`src/rtl/decoder_index_encoder.sv`:
```
// decoder_index_encoder: turns a multi-hot request vector into a stream of set-bit indices.
// Define DECODER_INDEX_ENCODER_MSB_FIRST_EN to emit indices highest-first instead of lowest-first.
module decoder_index_encoder (
   input  logic       clk,
   input  logic       rst,
   input  logic       en,
   input  logic [7:0] in_vec,
   input  logic       in_valid,
   output logic       in_ready,
   output logic [2:0] out_idx,
   output logic       out_valid,
   input  logic       out_ready,
   output logic       out_last
);
   typedef enum logic {IDLE, EMIT} state_t;
   state_t     state;
   logic [7:0] pending;
   // pending is zero in IDLE, so the index and last flag decode to 0 there
   always_comb begin
      out_idx = '0;
`ifdef DECODER_INDEX_ENCODER_MSB_FIRST_EN
      for (int i = 0; i < 8; i++) if (pending[i]) out_idx = 3'(i);
`else
      for (int i = 7; i >= 0; i--) if (pending[i]) out_idx = 3'(i);
`endif
   end
   assign out_valid = state == EMIT;
   assign in_ready  = en && state == IDLE;
   assign out_last  = out_valid && ((pending & (pending - 8'd1)) == 8'd0);
   always_ff @(posedge clk or posedge rst) begin
      if (rst) begin
         state   <= IDLE;
         pending <= '0;
      end else if (en) begin
         if (state == IDLE && in_valid && in_vec != 8'd0) begin
            pending <= in_vec;
            state   <= EMIT;
         end else if (state == EMIT && out_ready) begin
            pending <= pending & ~(8'd1 << out_idx);
            state   <= out_last ? IDLE : EMIT;
         end
      end
   end
endmodule

```
`config.mk`:
```
export PLATFORM = sky130hd
export DESIGN_NAME = decoder_index_encoder
export DESIGN_NICKNAME = d
export VERILOG_FILES = /design/src/rtl/decoder_index_encoder.sv
export SDC_FILE = /design/constraint.sdc
export NUM_CORES = 1
export LEC_CHECK = 0
export CAP_MARGIN = 20
export CORE_UTILIZATION = 35
export DETAILED_ROUTE_END_ITERATION = 10
export PLACE_DENSITY_LB_ADDON = 0.25
export SETUP_SLACK_MARGIN = 0.15
export SLEW_MARGIN = 0
export SYNTH_ARGS = -nofsm -noshare
export SYNTH_HDL_FRONTEND = slang
export SYNTH_SLANG_ARGS = --single-unit
export TNS_END_PERCENT = 5
```
`constraint.sdc`:
```
create_clock -name clk -period 3.52 [get_ports clk]
set_input_delay 0.704 -clock clk [delete_from_list [all_inputs] [get_ports clk]]
set_output_delay 0.704 -clock clk [all_outputs]
set_load 0.02 [all_outputs]
```
Yosys cells after proc, flatten, opt, wreduce, memory -nomap -nowiden --
Cells that the tools add are included. W data, S select, Z words.
Word-level totals: register bits 9, input bits 13, output and inout port bits 6, logic and storage cells 30
Operators by class: add/subtract/negate cells 1, shift-type cells 1, multiplexer cells 13, bitwise gates (word level) 4, reductions and logical operators 9
Operators with widths (count):
- $mux W3 | 8
- $and A8 B8 Y8 | 2
- $mux W8 | 2
- $logic_not A8 Y1 | 1
- $not A8 Y8 | 1
- $reduce_bool A8 Y1 | 1
- $shl A1 B3 Y8 const A | 1
- $sub A8 B1 Y8 const B | 1
- $logic_and A1 B1 Y1 | 5
- $mux W1 | 3
- $reduce_and A2 Y1 | 1
- $reduce_bool A2 Y1 | 1
- $not A1 Y1 | 1

Longest topological paths before layout --
depth in word-level cells 13, mapped depth 6, gate-level depth less buffers 5

Least setup slack after synthesis --
No wires, ideal clock.
kind register to output, start register pending[2], end output port out_last, arrival 1.690 ns, required time 2.816 ns, slack 1.126 ns, cell stages (with the launch flop) 6, buffers on the path 1, cells stage by stage dfrtp_1 > buf_6 > or4_4 > a2111oi_4 > o32a_2 > and2_2
Between the ends: longest elaborated chain between the ends 4
RTL lines:
- start: declaration | RTL line 17 | logic [7:0] pending;
- start signal: assignment | RTL line 36 | pending <= in_vec;
- start signal: assignment | RTL line 39 | pending <= pending & ~(8'd1 << out_idx);
- $sub A8 B1 Y8 | RTL line 29 | assign out_last = out_valid && ((pending & (pending - 8'd1)) == 8'd0);
- $and A8 B8 Y8 (*) | RTL line 29
- $logic_not A8 Y1 (*) | RTL line 29
- $logic_and A1 B1 Y1 (*) | RTL line 29
- end: declaration | RTL line 13 | output logic out_last
Mark *: on every way between the ends. The rest lies on a longest branch, timed or not.

Worst setup path in the final report --
Ends and elaborated chain as after synthesis.

==> impl_metrics.yaml <==
run_status:
  status: "finished clean"
floorplanning:
  start_util_pct: 39.64
  io_pins: 19
  die_y_um: 44.49
  placementRows: 14
  die_area_um2: 1979
  die_width_um: 44.49
  coreArea_um2: 1594
route:
  drc_errors: 0
  routedWlPerCell_um: 14.77
  vias: 638
  viasPerCell: 5.748
  dr.pass1.iters: 4
  drtAntennaViolNets: 0
  first_iter_violations: 11
  postRouteWirelength_um: 1640
yosys:
  synthDistinctLibCells: 30
  ys_ff_latch: 9
  synth_top_family_by_area: "compound AO/OA/AOI/OAI gates"
  yosys.area.top_type_share_pct: 35.64
  synth_compound_area_share_pct: 36.44
  synthMostInstantiatedCell: "dfrtp_1"
  yosys.area.top_type: "dfrtp_1"
  synth_xor_area_share_pct: 0
  synthFlopType: "dfrtp_1"
  synth_edf_count: 0
  synth_fa_ha_area_share_pct: 1.584
  synth_cells: 68
  syn-cell-area_um2: 631.9
  yosysWarnings: 0
  muxShareOfSynthArea_pct: 0
  syn-num-nets: 81
  netlist_top_cells_count: "dfrtp_1 (9), o21ai_0 (6), a22o_1 (5), nor2_1 (5)"
  avgSynthCellArea_um2: 9.292
  seq_area_frac_synth_pct: 35.64
  synth.area.top_cells: "dfrtp_1 (36%), a22o_1 (6.9%), o21ai_0 (4.8%), a2111oi_4 (4.4%), nor4_1 (4.0%)"
  async_reset_ff_share_pct: 100.0
  synth_simple_gate_area_share_pct: 21.19
sta:
  tns_ns: 0
  rsz0062_at_grt: "no"
  finalSetupViolCount: 0
  finalMaxSlewViolations: 0
  fmax_mhz: 305.7
  fin_ws_ns: 0.2492
  hold_viol: 0
  max-slew-margin-rel_pct: 62.65
  layout_min_cycle_time_ns: 3.271
  tightest_slew_ns: 0.5576
  fin_crit_sh_pct: 92.92
  fin_worst_skew_ns: 0.008281
power_and_ir_drop:
  p_comb_share_pct: 58.6
  intPower_uw: 409.4
  clockPowerShare_pct: 11.0
  p_switching_uw: 337.4
  p_seq_share_pct: 30.4
  cellLeakagePower_uw: 0.0003305
  swShare_pct: 45.19
  power_density_nw_per_um2: 881.6
  vdd_drop_max_v: 0.0004510
cells_and_area:
  regArea_um2: 225.2
  layout-drive-gt1-share_pct: 11.49
  final_util_pct: 53.14
  areaGrowthSynthToFinish_pct: 34.06
  fillCellCount: 146
  fin_cells: 111
  antenna_cells: 0
  multi_input_area_um2: 374.1
  nets: 101
critical_path:
  critPathCaptureType: "primary output"
  startpoint_type: "flop"
  worstPathMaxFanout: 9
  path_class: "reg2out"
  arrival_ns: 2.57
  crit_required_ns: 2.82
clocking:
  cts_tree: "done"
  cts_resized: 0
  clock_latency_ns: 0.27
  cts_setup_buffers: 0
  root_buffer: "clkbuf_4"
  cts_hold_buf: 0
  clkTransAtPathRegs_ns: 0.07
  clkSinkCount: 9
  h-tree-depth: 1
  cts_buffers: 3
  cts.path.max_buffers: 2
placed_design:
  gp_congestion: 0.8919
  hpwl_um: 1197
  dp_cells: 107
  place_ws_ns: 0.5456
  portBuffers: 18
global_routing:
  grt_pass1_vias: 604
  grt_overflow_total: 0
  antenna_found_initial: 0
  grt_util_met2_pct: 30.29
  grt_first_pass_wirelength_um: 2766
  grt_max_degree: 11
  met1_usage_pct: 24.20
  grt_use_total_pct: 19.58
  use_met3_pct: 7.755
  gr-max-usage-layer: "met2"
run:
  cap_violations: 0
min_path:
  hold_class: "reg2reg"
## flip-flops by register name, indices dropped and copies added (netlist names)
| signal | flops |
|---|---|
| pending | 8 |
| out_valid | 1 |
## power by group through the flow
stage / registers, µW / clock network [µW] / logic [µW]
after floorplan: 192 / 0 / 320
after global placement: 222 / 0 / 434
after detailed placement: 226 / 0 / 432
after CTS: 224 / 85.3 / 438
after global routing: 237 / 91.0 / 478
final: 227 / 81.8 / 438
## cells in the final DEF, fill, tap and decap left out, drive strengths merged
cell type	instances
o21ai	6
clkdlybuf4s50	18
a22oi	2
and3b	2
nor2	5
a31oi	1
nor2b	1
o211ai	1
o32a	1
dfrtp	9
and2	1
o31ai	2
a21boi	2
a21o	1
nor3	4
a31o	1
a2111oi	1
a41oi	1
a22o	5
maj3	1
or2b	1
nor4	4
inv	3
nand3b	1
clkbuf	4
nand2	3
or4	1
o31a	2
a21oi	3
## logic make-up (layout without fill, tap and decap cells)
kind of cell               after synthesis  in the layout
AOI/OAI and AO/OA                       29             29
adders and majority gates                1              1
buffers and inverters                    6             25
DFF                                      9              9
and+or+nand+nor                         23             23
## worst paths after layout
check	start	endpoint	slack (ns)	cells after the start
min reg2reg	pending[1]$_DFFE_PP0P_	pending[1]$_DFFE_PP0P_	0.64	2
max reg2reg	out_valid$_DFFE_PP0P_	pending[4]$_DFFE_PP0P_	1.59	5
min	pending[1]$_DFFE_PP0P_	pending[1]$_DFFE_PP0P_	0.64	2
min in group asynchronous	rst	pending[7]$_DFFE_PP0P_	0.70	2
max	pending[2]$_DFFE_PP0P_	out_last	0.25	5
max in group asynchronous	rst	pending[0]$_DFFE_PP0P_	2.54	2
## critical path, stage by stage (launching register included)
cell,delay [ns]
dfrtp_1,0.48
or4_4,0.57
a2111oi_4,0.32
o32a_2,0.20
and2_2,0.13
clkdlybuf4s50_1,0.59
## cell type report
class	count	share of cell area (%)
multi-input combinational	53	44.17
sequential	9	26.59
timing repair buffer	18	21.27
tap	24	3.545
clock buffer	4	3.102
inverter	3	1.329
## through the flow
stage / power, µW / cell area, µm² / hold slack [ns]
floorplan: 511.7 / 631.9 / 0.5319
global placement: 655.5 / 820.8 / 0.5900
detailed placement: 657.3 / 820.8 / 0.6107
CTS: 747.6 / 847.1 / 0.6282
global route: 805.7 / 847.1 / 0.6646
finish: 746.8 / 847.1 / 0.6361
## layer usage
layer / vias up / routed length, µm
met2: 24 / 769
li1: 308 / -
met5: - / 0
met4: 0 / 18
met1: 302 / 732
met3: 4 / 120
(Power assumes the default switching activity.)
